==> src/rtl/delay_scheduler.sv <==
// rtl/delay_scheduler.sv - shared millisecond-tick one-shot delay scheduler for four requesters
// Round-robin grants one channel at a time; done pulses one cycle when its delay expires.
module delay_scheduler #(
  parameter int CLK_HZ  = 50000000,
  parameter int TICK_HZ = 1000,
  parameter int DW      = 16
) (
  input  logic            clkin,
  input  logic            rst,
  input  logic            clken,
  input  logic [3:0]      req,
  input  logic [4*DW-1:0] dly,
  output logic [3:0]      gnt,
  output logic [3:0]      done,
  output logic            busy,
  output logic            tick,
  output logic [DW-1:0]   remaining
);

  localparam int          TICK_DIV  = CLK_HZ / TICK_HZ;
  localparam logic [31:0] PRESC_TOP = 32'(TICK_DIV - 1);

  typedef enum logic [1:0] {S_IDLE, S_RUN, S_DONE} state_t;

  state_t        r_state, w_state_nx;
  logic [1:0]    r_ptr, w_ptr_nx;
  logic [1:0]    r_sel, w_sel_nx;
  logic [31:0]   r_presc, w_presc_nx;
  logic [DW-1:0] r_remaining, w_remaining_nx;
  logic [1:0]    w_pick;
  logic          w_found;
  logic [DW-1:0] w_dly_pick;
  logic [3:0]    w_sel_onehot;
  logic          w_tick;

  // Scan downward so the candidate closest to ptr is the last one written and wins.
  always_comb begin
    w_pick  = r_ptr;
    w_found = 1'b0;
    for (int k = 3; k >= 0; k--) begin
      if (req[r_ptr + 2'(k)]) begin
        w_pick  = r_ptr + 2'(k);
        w_found = 1'b1;
      end
    end
  end

  assign w_dly_pick = dly[DW*w_pick +: DW];
  assign w_tick     = (r_state == S_RUN) && clken && (r_presc == PRESC_TOP);

  always_comb begin
    w_state_nx     = r_state;
    w_ptr_nx       = r_ptr;
    w_sel_nx       = r_sel;
    w_presc_nx     = r_presc;
    w_remaining_nx = r_remaining;
    case (r_state)
      S_IDLE: begin
        w_presc_nx = 32'd0;
        if (w_found) begin
          w_sel_nx       = w_pick;
          w_remaining_nx = w_dly_pick;
          w_state_nx     = (w_dly_pick != '0) ? S_RUN : S_DONE;
        end
      end
      S_RUN: begin
        // A dropped request wins over a final tick in the same cycle.
        if (!req[r_sel]) begin
          w_state_nx     = S_IDLE;
          w_ptr_nx       = r_sel + 2'd1;
          w_remaining_nx = '0;
        end else if (clken) begin
          w_presc_nx = w_tick ? 32'd0 : r_presc + 32'd1;
          if (w_tick && r_remaining != '0) begin
            w_remaining_nx = r_remaining - 1'b1;
            if (r_remaining == DW'(1)) w_state_nx = S_DONE;
          end
        end
      end
      S_DONE: begin
        w_ptr_nx   = r_sel + 2'd1;
        w_state_nx = S_IDLE;
      end
      default: w_state_nx = S_IDLE;
    endcase
  end

  always_ff @(posedge clkin) begin
    if (rst) begin
      r_state     <= S_IDLE;
      r_ptr       <= 2'd0;
      r_sel       <= 2'd0;
      r_presc     <= 32'd0;
      r_remaining <= '0;
    end else begin
      r_state     <= w_state_nx;
      r_ptr       <= w_ptr_nx;
      r_sel       <= w_sel_nx;
      r_presc     <= w_presc_nx;
      r_remaining <= w_remaining_nx;
    end
  end

  assign w_sel_onehot = 4'b0001 << r_sel;
  assign gnt          = (r_state != S_IDLE) ? w_sel_onehot : 4'b0000;
  assign done         = (r_state == S_DONE) ? w_sel_onehot : 4'b0000;
  assign busy         = (r_state != S_IDLE);
  assign tick         = w_tick;
  assign remaining    = r_remaining;

endmodule

==> config.mk <==
export PLATFORM = sky130hd
export DESIGN_NAME = delay_scheduler
export DESIGN_NICKNAME = d
export VERILOG_FILES = /design/src/rtl/delay_scheduler.sv
export SDC_FILE = /design/constraint.sdc
export NUM_CORES = 1
export LEC_CHECK = 0
export ABC_AREA = 1
export BUFFER_PORTS_ARGS = -buffer_cell sky130_fd_sc_hd__buf_2
export CELL_PAD_IN_SITES_DETAIL_PLACEMENT = 0
export CELL_PAD_IN_SITES_GLOBAL_PLACEMENT = 1
export CORE_MARGIN = 1
export CORE_UTILIZATION = 40
export DETAILED_ROUTE_END_ITERATION = 10
export PLACE_DENSITY = 0.84
export SLEW_MARGIN = 20
export SYNTH_ARGS = -nofsm -noshare
export SYNTH_HDL_FRONTEND = slang
export SYNTH_SLANG_ARGS = --single-unit
==> constraint.sdc <==
create_clock -name clkin -period 4.05 [get_ports clkin]
set_clock_uncertainty 0.2 [all_clocks]
set_input_delay 0.81 -clock clkin [delete_from_list [all_inputs] [get_ports clkin]]
set_output_delay 0.81 -clock clkin [all_outputs]
set_load 0.01 [all_outputs]
After elaboration in Yosys (flattened, before gate mapping)
Index checks and enable logic that the tools add are counted. Widths: inputs -> output; s select.

Input bits: 71. Register bits after elaboration: 54. Logic and storage cells: 81.

Order comparisons: 5. $add $sub $neg: 6. Muxes and demuxes: 38. Shift-type cells: 2. Reduce and logical (&&, ||, !) cells: 14. Equal/unequal tests: 11.

Operators by type and width (number): $mux 32 (3); $mux 16 (4); $pmux 32 s2 (1); $shiftx 64x7->16 (1); $add 32x1->32 const B (1); $eq 32x16->1 const B (1); $pmux 16 s2 (1); $reduce_bool 16->1 (2); $mux 2 (11); $eq 16x1->1 const B (1); $sub 16x1->16 const B (1); $lt 2x3->1 const B (5); $bmux 1 s2 (5); $mux 1 (9); $mux 4 (2); $pmux 2 s2 (2); $reduce_and 4->1 (2); $ne 2x2->1 const B (3); $ne 3x2->1 const B (2); $reduce_bool 2->1 (3); $add 2x1->2 const B (2); $add 2x2->2 const B (2); $reduce_and 2->1 (2); $shl 1x2->4 const A (1); 7 further kinds (9).

Depth between registers and ports, before layout
Gate-level depths: netlist of run 1.

Word-level depth: 12. Gate-level depth with buffers: 22. Gate-level depth less buffers: 19.

Least setup slack after synthesis of run 1
OpenSTA, ideal clock, no wires.

Path type: input port to flip-flop. From: in req[0]. To: reg r_state[0]. Library setup time: 0.134 ns. Arrival: 2.198 ns. Stages on the path: 19. Path slack: 1.518 ns. Cell sequence: inv_1 > nand2_1 > nand3_1 > nand2_1 > nand3_1 > nand3_2 > nand2_1 > nand2_2 > buf_6 > buf_6 > nand2_1 > nand3_1 > nand2_1 > nor2_1 > nand2_1 > nor2_2 > nand2_1 > nand2_1 > a21oi_1.

Word-level cells in the longest chain between the ends: 11. Elaborated cells on any way between the ends: 29. Classes of those cells: eq/ne: 4; shift: 1; mux: 22; reduce/logical: 2.

RTL lines: from (decl) (RTL line 11) `input logic [3:0] req,`; $bmux 1 s2 (RTL line 41) `if (req[r_ptr + 2'(k)]) begin`; $mux 1 (implied by the code) (RTL line 41); $mux 2 (4 in series) (RTL line 41); $shiftx 64x7->16 (RTL line 48) `assign w_dly_pick = dly[DW*w_pick +: DW];`; $reduce_bool 16->1 (RTL line 63) `w_state_nx = (w_dly_pick != '0) ? S_RUN : S_DONE;`; $mux 2 (RTL line 63); $mux 2 (RTL line 60) `if (w_found) begin`; $pmux 2 s2 (RTL line 57) `case (r_state)`; to (signal assigned) (RTL line 96) `r_state <= w_state_nx;`; to (decl) (RTL line 25) `state_t r_state, w_state_nx;`.

Several ways; a longest one is shown, not always the timed one. The select of a mux whose other input is x is not followed. A chain may end at the register's enable or synchronous reset.

Final worst setup path of run 1
From: reg r_state[0]. To: out tick.

Word-level cells in the longest chain between the ends: 3.

RTL lines: $eq 2x1->1 (RTL line 49) `assign w_tick = (r_state == S_RUN) && clken && (r_presc == PRESC_TOP);`; $logic_and 1x1->1 (2 in series) (RTL line 49); to (decl) (RTL line 16) `output logic tick,`.

Every way passes these cells.

==> impl_metrics.csv, run 1 <==
group,metric,value,unit
placed_design,io_buffer_count,96,
global_route,grt_max_degree,33,
cts,cts_tree,"yes",
global_route,grt_pass1_vias,4280,
yosys,synth_top_area_share,26.2,%
global_route,overflow,0,
yosys,synth-edff-count,0,
die,die_area,10700,sq um
cts,clk_pin_slew_worst_paths,0.10,ns
route,totalWireLength,11.5,mm
route,drtAntennaViolNets,0,
status,status,"finished clean",
yosys,syn_area,4130,sq um
placed_design,place.gp.congestion,0.850,
die,rows,36,
finish,fin_nets,874,
power_and_ir_drop,leakage,0.00248,uW
die,die_w,104,microns
yosys,synth_cell_types,35,
die,ioPinCount,97,
power_and_ir_drop,p_switching,1670,uW
finish,drive_above_1_share,16.9,%
cts,htreeDepth,2,
worst_setup_path,rrSetupSlack,1.13,ns
sta,post-route-period-util,73.7,%
power_and_ir_drop,switching_share,53.3,%
worst_setup_path,worstPathArrival,1.97,ns
worst_hold_path,min_to,"r_presc[8]",
yosys,synthArstFlopShare,0,%
sta,slew_violations,0,
yosys,yosys-top-cells-count,"172 x nand2_1, 137 x inv_1, 81 x nor2_1",
route,vias,4577,
worst_setup_path,r2r-start,"r_ptr[0]",
worst_hold_path,worstHoldPathCells,2,
power_and_ir_drop,internal_power,1470,uW
route,drt-wirelength-per-cell,12.4,microns
yosys,syn_inst,708,
cts,clock_latency,0.31,ns
cts,cts.sinks,54,
sta,max_freq,335,MHz
cts,clock_path_buffers,2,
worst_setup_path,cp_slowest_stage_delay,0.37,ns
worst_setup_path,timing.rr.end,"r_state[0]",
power_and_ir_drop,peakVddDrop,344,uV
yosys,synth_largest_area_cell,"dfxtp_1",
finish,final_util,48.4,%
cts,cts_buffers,5,
cts,clockRootBuffer,"clkbuf_8",
route,dr.pass1.iters,5,
sta,period_needed,2.98,ns
cts,ctsHoldBuffers,0,
worst_setup_path,crit_top_cell,"nor3_1",
die,core,9910,sq um
global_route,grt_usage,21.6,%
die,fp.dieH,104,microns
cts,postCtsSetupRepairBufs,0,
sta,hold_viol,0,
die,start_util,41.7,%
worst_setup_path,reg2reg_depth,17,
yosys,ys_seq_area_share,26.2,%
yosys,ys_ff_latch,54,
global_route,grt_pass1_wl,19.5,mm
route,via_per_inst,4.92,
worst_setup_path,critPathBufInv,3,
power_and_ir_drop,p_comb_share,65.0,%
sta,setup_viol,0,
run,maxCapViolCount,0,
worst_setup_path,critical-path-top-delay-family,"simple AND/OR/NAND/NOR gates",
yosys,ys.flop_type,"dfxtp_1",
power_and_ir_drop,power_frac_seq,23.3,%
worst_hold_path,holdCritPathClass,"reg -> reg",
yosys,synth.area.top_cells,"dfxtp_1 26%, nand2_1 16%, inv_1 12%",
worst_setup_path,crit_required,3.04,ns
sta,setup_tns,0,ns
worst_setup_path,crit_type,"reg -> out",
finish,diodes,0,
worst_setup_path,cp_slowest_cell,"dfxtp_1",
route,drc_errors,0,
worst_setup_path,crit_path_start_kind,"flop",
worst_setup_path,cp-end-kind,"primary output",
placed_design,hpwl,8.91,mm
cts,cts_resized,0,
route,drtIter0Drc,165,
power_and_ir_drop,power,3130,uW
yosys,yosysWarnings,0,
yosys,yosysMostFrequentCell,"nand2_1",
global_route,antenna_found_initial,0,
yosys,syn_area_per_cell,5.84,sq um
sta,maxSlewHeadroom,65.0,%
sta,max_slew.worst_pin.slew,0.523,ns
yosys,syn-num-nets,786,
worst_setup_path,path_max_fanout,17,
power_and_ir_drop,powerDensity,654,nW/um^2
finish,fill_cells,1101,
worst_hold_path,hold_path_startpoint,"r_presc[8]",
sta,rsz0062_at_grt,"no",
finish,syn_to_final_growth,16.0,%
power_and_ir_drop,pwr-share-clk,11.7,%
worst_setup_path,cp_cell_sequence,"inv_1 -> nor2_2 -> inv_2 -> nor3_1 -> nand4_1 -> nor3_1 -> buf_2",
[tightest hold or removal path: stages (launching register included)]
cell      delay, ns
dfxtp_1        0.34
inv_1          0.06
a211oi_1       0.06
[area by class of cell]
type                            instances  area (sq um)  share of cell area (%)
Timing Repair Buffer                  100           510                    10.6
Inverter                              145           549                    11.5
Sequential cell                        54          1080                    22.5
Clock inverter                          2          37.5                   0.783
Multi-Input combinational cell        490          2380                    49.6
Tap cell                              133           166                    3.47
Clock buffer                            6          72.6                    1.51
[routing by layer]
layer  vias to the layer above  global-route usage, %  wire (microns)
met3                         9                   2.89             453
met2                        91                   38.5            5470
met5                         -                      0               0
li1                       2415                      -               -
met1                      2062                   27.6            5470
met4                         0                   4.45             121
[power by group through the flow]
stage | combinational [uW] | sequential (uW) | clock (uW)
2_1_floorplan | 1610 | 733 | 0
3_3_place_gp | 2020 | 741 | 0
3_5_place_dp | 2040 | 743 | 0
4_1_cts | 2050 | 731 | 375
5_1_grt | 2340 | 746 | 398
6_report | 2040 | 731 | 367
[stage by stage]
stage	setup WS, ns	hold slack, ns	std cells	cell area [sq um]
after detailed placement	0.850	0.275	922	4690
after global routing	0.767	0.326	930	4800
final	1.07	0.294	930	4800
after global placement	0.920	0.269	922	4690
after floorplan	1.52	0.247	708	4130
after CTS	1.06	0.290	930	4800
[registers in the layout, indices dropped and copies added, names as in the netlist]
register and flops:
r_sel 2, remaining 16, r_ptr 2, r_presc 32
r_state 2
[worst max path at each step]
stage            endpoint  slack, ns       start  cells after the start
3_3_place_gp   r_state[0]       0.92      req[3]                     18
5_1_grt        r_state[0]       0.77    r_ptr[0]                     17
6_report             tick       1.07  r_state[0]                      7
3_5_place_dp   r_state[0]       0.85      req[3]                     17
2_1_floorplan  r_state[0]       1.52      req[0]                     19
4_1_cts              tick       1.06  r_state[0]                      7
[cell usage in the layout (no fill, tap or decap), types with 4 or more instances in the layout]
cell,n
dfxtp_1,54
clkbuf_8,5
a21oi_1,48
nor2_1,81
nand4_1,16
nor2_2,6
nor3_1,20
nand2_2,7
inv_1,137
inv_2,6
a221oi_1,12
buf_4,4
nand3_1,56
buf_2,96
nand2_1,172
xor2_1,8
nor4_1,4
o21ai_0,29
ha_1,7
[cell families after synthesis]
| family | Yosys count | share of synthesized area, % |
|---|---|---|
| adders and majority gates | 7 | 2.12 |
| DFF | 54 | 26.2 |
| xor gates and xnor gates | 8 | 1.70 |
| and+or+nand+nor | 373 | 39.4 |
| buffers and inverters | 164 | 16.3 |
| AOI/OAI and AO/OA | 102 | 14.4 |
Power figures use the tool's default switching activity.
==> run 2: changes to the inputs <==
--- a/config.mk
+++ b/config.mk
@@ -10,9 +10,9 @@
 export CELL_PAD_IN_SITES_DETAIL_PLACEMENT = 0
 export CELL_PAD_IN_SITES_GLOBAL_PLACEMENT = 1
 export CORE_MARGIN = 1
-export CORE_UTILIZATION = 40
+export CORE_UTILIZATION = 37
 export DETAILED_ROUTE_END_ITERATION = 10
-export PLACE_DENSITY = 0.84
+export PLACE_DENSITY = 0.78
 export SLEW_MARGIN = 20
 export SYNTH_ARGS = -nofsm -noshare
 export SYNTH_HDL_FRONTEND = slang
==> constraint.sdc (replaced) <==
create_clock -name clkin -period 2.87 [get_ports clkin]
set_clock_uncertainty 0.2 [all_clocks]
set_input_delay 0.574 -clock clkin [delete_from_list [all_inputs] [get_ports clkin]]
set_output_delay 0.574 -clock clkin [all_outputs]
set_load 0.01 [all_outputs]
==> impl_metrics.csv, run 2 (synthesized netlist as in run 1, its figures left out) <==
group,metric,value,unit
worst_setup_path,timing.rr.end,"r_presc[24]",
route,totalWireLength,11.8,mm
global_route,overflow,0,
sta,rsz0062_at_grt,"yes",
route,vias,4578,
worst_hold_path,worstHoldPathCells,2,
route,via_per_inst,4.85,
global_route,grt_util_met3,2.60,%
power_and_ir_drop,p_comb_share,67.7,%
sta,setup_tns,0,ns
sta,maxSlewHeadroom,69.9,%
cts,cts_tree,"yes",
sta,worst_slack,0.312,ns
die,ioPinCount,97,
sta,max_slew.worst_pin.slew,0.448,ns
sta,setup_viol,0,
route,dr.pass1.iters,4,
finish,final_common_cell,"nand2_1",
finish,drive_above_1_share,17.9,%
global_route,use_met2,36.8,%
worst_setup_path,cp-end-kind,"flop",
die,rows,38,
finish,final_util,45.1,%
finish,largest_reg_flops,32,
run,maxCapViolCount,0,
finish,diodes,0,
power_and_ir_drop,p_switching,2370,uW
power_and_ir_drop,powerDensity,926,nW/um^2
status,status,"finished clean",
cts,clock_path_buffers,2,
sta,max_freq,391,MHz
die,die_area,11600,sq um
global_route,grt_pass1_wl,19.7,mm
power_and_ir_drop,leakage,0.00253,uW
worst_setup_path,r2r-start,"r_presc[0]",
power_and_ir_drop,internal_power,2150,uW
cts,cts.sinks,54,
worst_hold_path,min_to,"r_presc[8]",
global_route,antenna_found_initial,0,
power_and_ir_drop,switching_share,52.4,%
finish,fin_nets,883,
worst_hold_path,hold_path_startpoint,"r_presc[8]",
cts,postCtsSetupRepairBufs,0,
cts,clk_pin_slew_worst_paths,0.09,ns
sta,post-route-period-util,89.1,%
cts,cts_resized,0,
route,drtIter0Drc,255,
worst_setup_path,reg2reg_depth,16,
worst_hold_path,holdCritPathClass,"reg -> reg",
worst_setup_path,rrSetupSlack,0.31,ns
cts,clock_latency,0.30,ns
worst_setup_path,path_max_fanout,5,
route,drtAntennaViolNets,0,
power_and_ir_drop,power_frac_seq,23.0,%
route,drc_errors,0,
global_route,grt_usage,21.1,%
cts,cts_buffers,5,
global_route,grt_max_degree,33,
sta,hold_viol,0,
power_and_ir_drop,pwr-share-clk,9.3,%
cts,clockRootBuffer,"clkbuf_8",
worst_setup_path,crit_path_start_kind,"flop",
cts,htreeDepth,2,
placed_design,io_buffer_count,96,
cts,ctsHoldBuffers,0,
placed_design,place.gp.congestion,0.883,
global_route,use_met1,27.3,%
global_route,grt_pass1_vias,4353,
sta,period_needed,2.56,ns
die,start_util,38.1,%
sta,slew_violations,0,
finish,layout_common_cells,"172 x nand2_1, 137 x inv_1, 96 x buf_2",
route,drt-wirelength-per-cell,12.5,microns
global_route,top_usage_layer,"met2",
power_and_ir_drop,peakVddDrop,529,uV
sta,holdWs,0.298,ns
worst_setup_path,worstPathArrival,2.60,ns
die,fp.dieH,108,microns
finish,syn_to_final_growth,18.3,%
die,die_w,108,microns
placed_design,hpwl,9.17,mm
worst_setup_path,crit_type,"reg -> reg",
placed_design,pre_cts_ws,0.173,ns
finish,top_register,"r_presc",
worst_setup_path,crit_required,2.92,ns
die,core,10800,sq um
## run 2: how the worst max path moves through the flow
stage | from | endpoint | cells past startpoint
after floorplan | req[0] | r_state[0] | 19
after global placement | req[0] | r_presc[13] | 13
after detailed placement | req[0] | r_presc[31] | 15
after CTS | r_ptr[0] | r_state[1] | 17
after global routing | r_presc[0] | r_presc[26] | 16
final | r_presc[0] | r_presc[24] | 16
## run 2: cell type report
class	count	area, sq um
multi-input cells	490	2380
inverters	145	549
repair buffers	109	616
flip-flops and latches	54	1080
fillers	1184	5950
clock buffers	6	82.6
well taps	140	175
## run 2: power by group through the flow
| stage | clock (uW) | sequential (uW) | combinational, uW |
|---|---|---|---|
| finish | 422 | 1040 | 3070 |
| global route | 473 | 1060 | 3520 |
| CTS | 439 | 1040 | 3090 |
| detailed placement | 0 | 1050 | 3070 |
| global placement | 0 | 1050 | 3040 |
| floorplan | 0 | 1030 | 2280 |
## run 2: per-layer routing
metal,share of wire [%],vias to the layer above,wire length (microns)
li1,-,2435,-
met4,1.2,0,145
met1,48,2032,5620
met2,47,99,5490
met5,0,-,0
met3,4.4,12,516
## run 2: worst max-delay path: stages, from the launching register on
cell and delay (ns):
dfxtp_1 0.39, ha_1 0.19, inv_1 0.06, nor2_1 0.17, inv_2 0.05, nor2_1 0.12
nand2_1 0.11, nor3_2 0.15, nand2_1 0.08, inv_1 0.06, nand2_1 0.07, nor2_2 0.13
nand4_1 0.20, nor2_4 0.17, inv_1 0.09, o21ai_0 0.13, and3_1 0.16
## run 2: metrics by stage
stage | area [sq um] | power (uW) | instances
4_1_cts | 4880 | 4570 | 944
2_1_floorplan | 4130 | 3310 | 708
6_report | 4890 | 4530 | 944
3_3_place_gp | 4800 | 4090 | 938
5_1_grt | 4890 | 5060 | 944
3_5_place_dp | 4800 | 4130 | 938
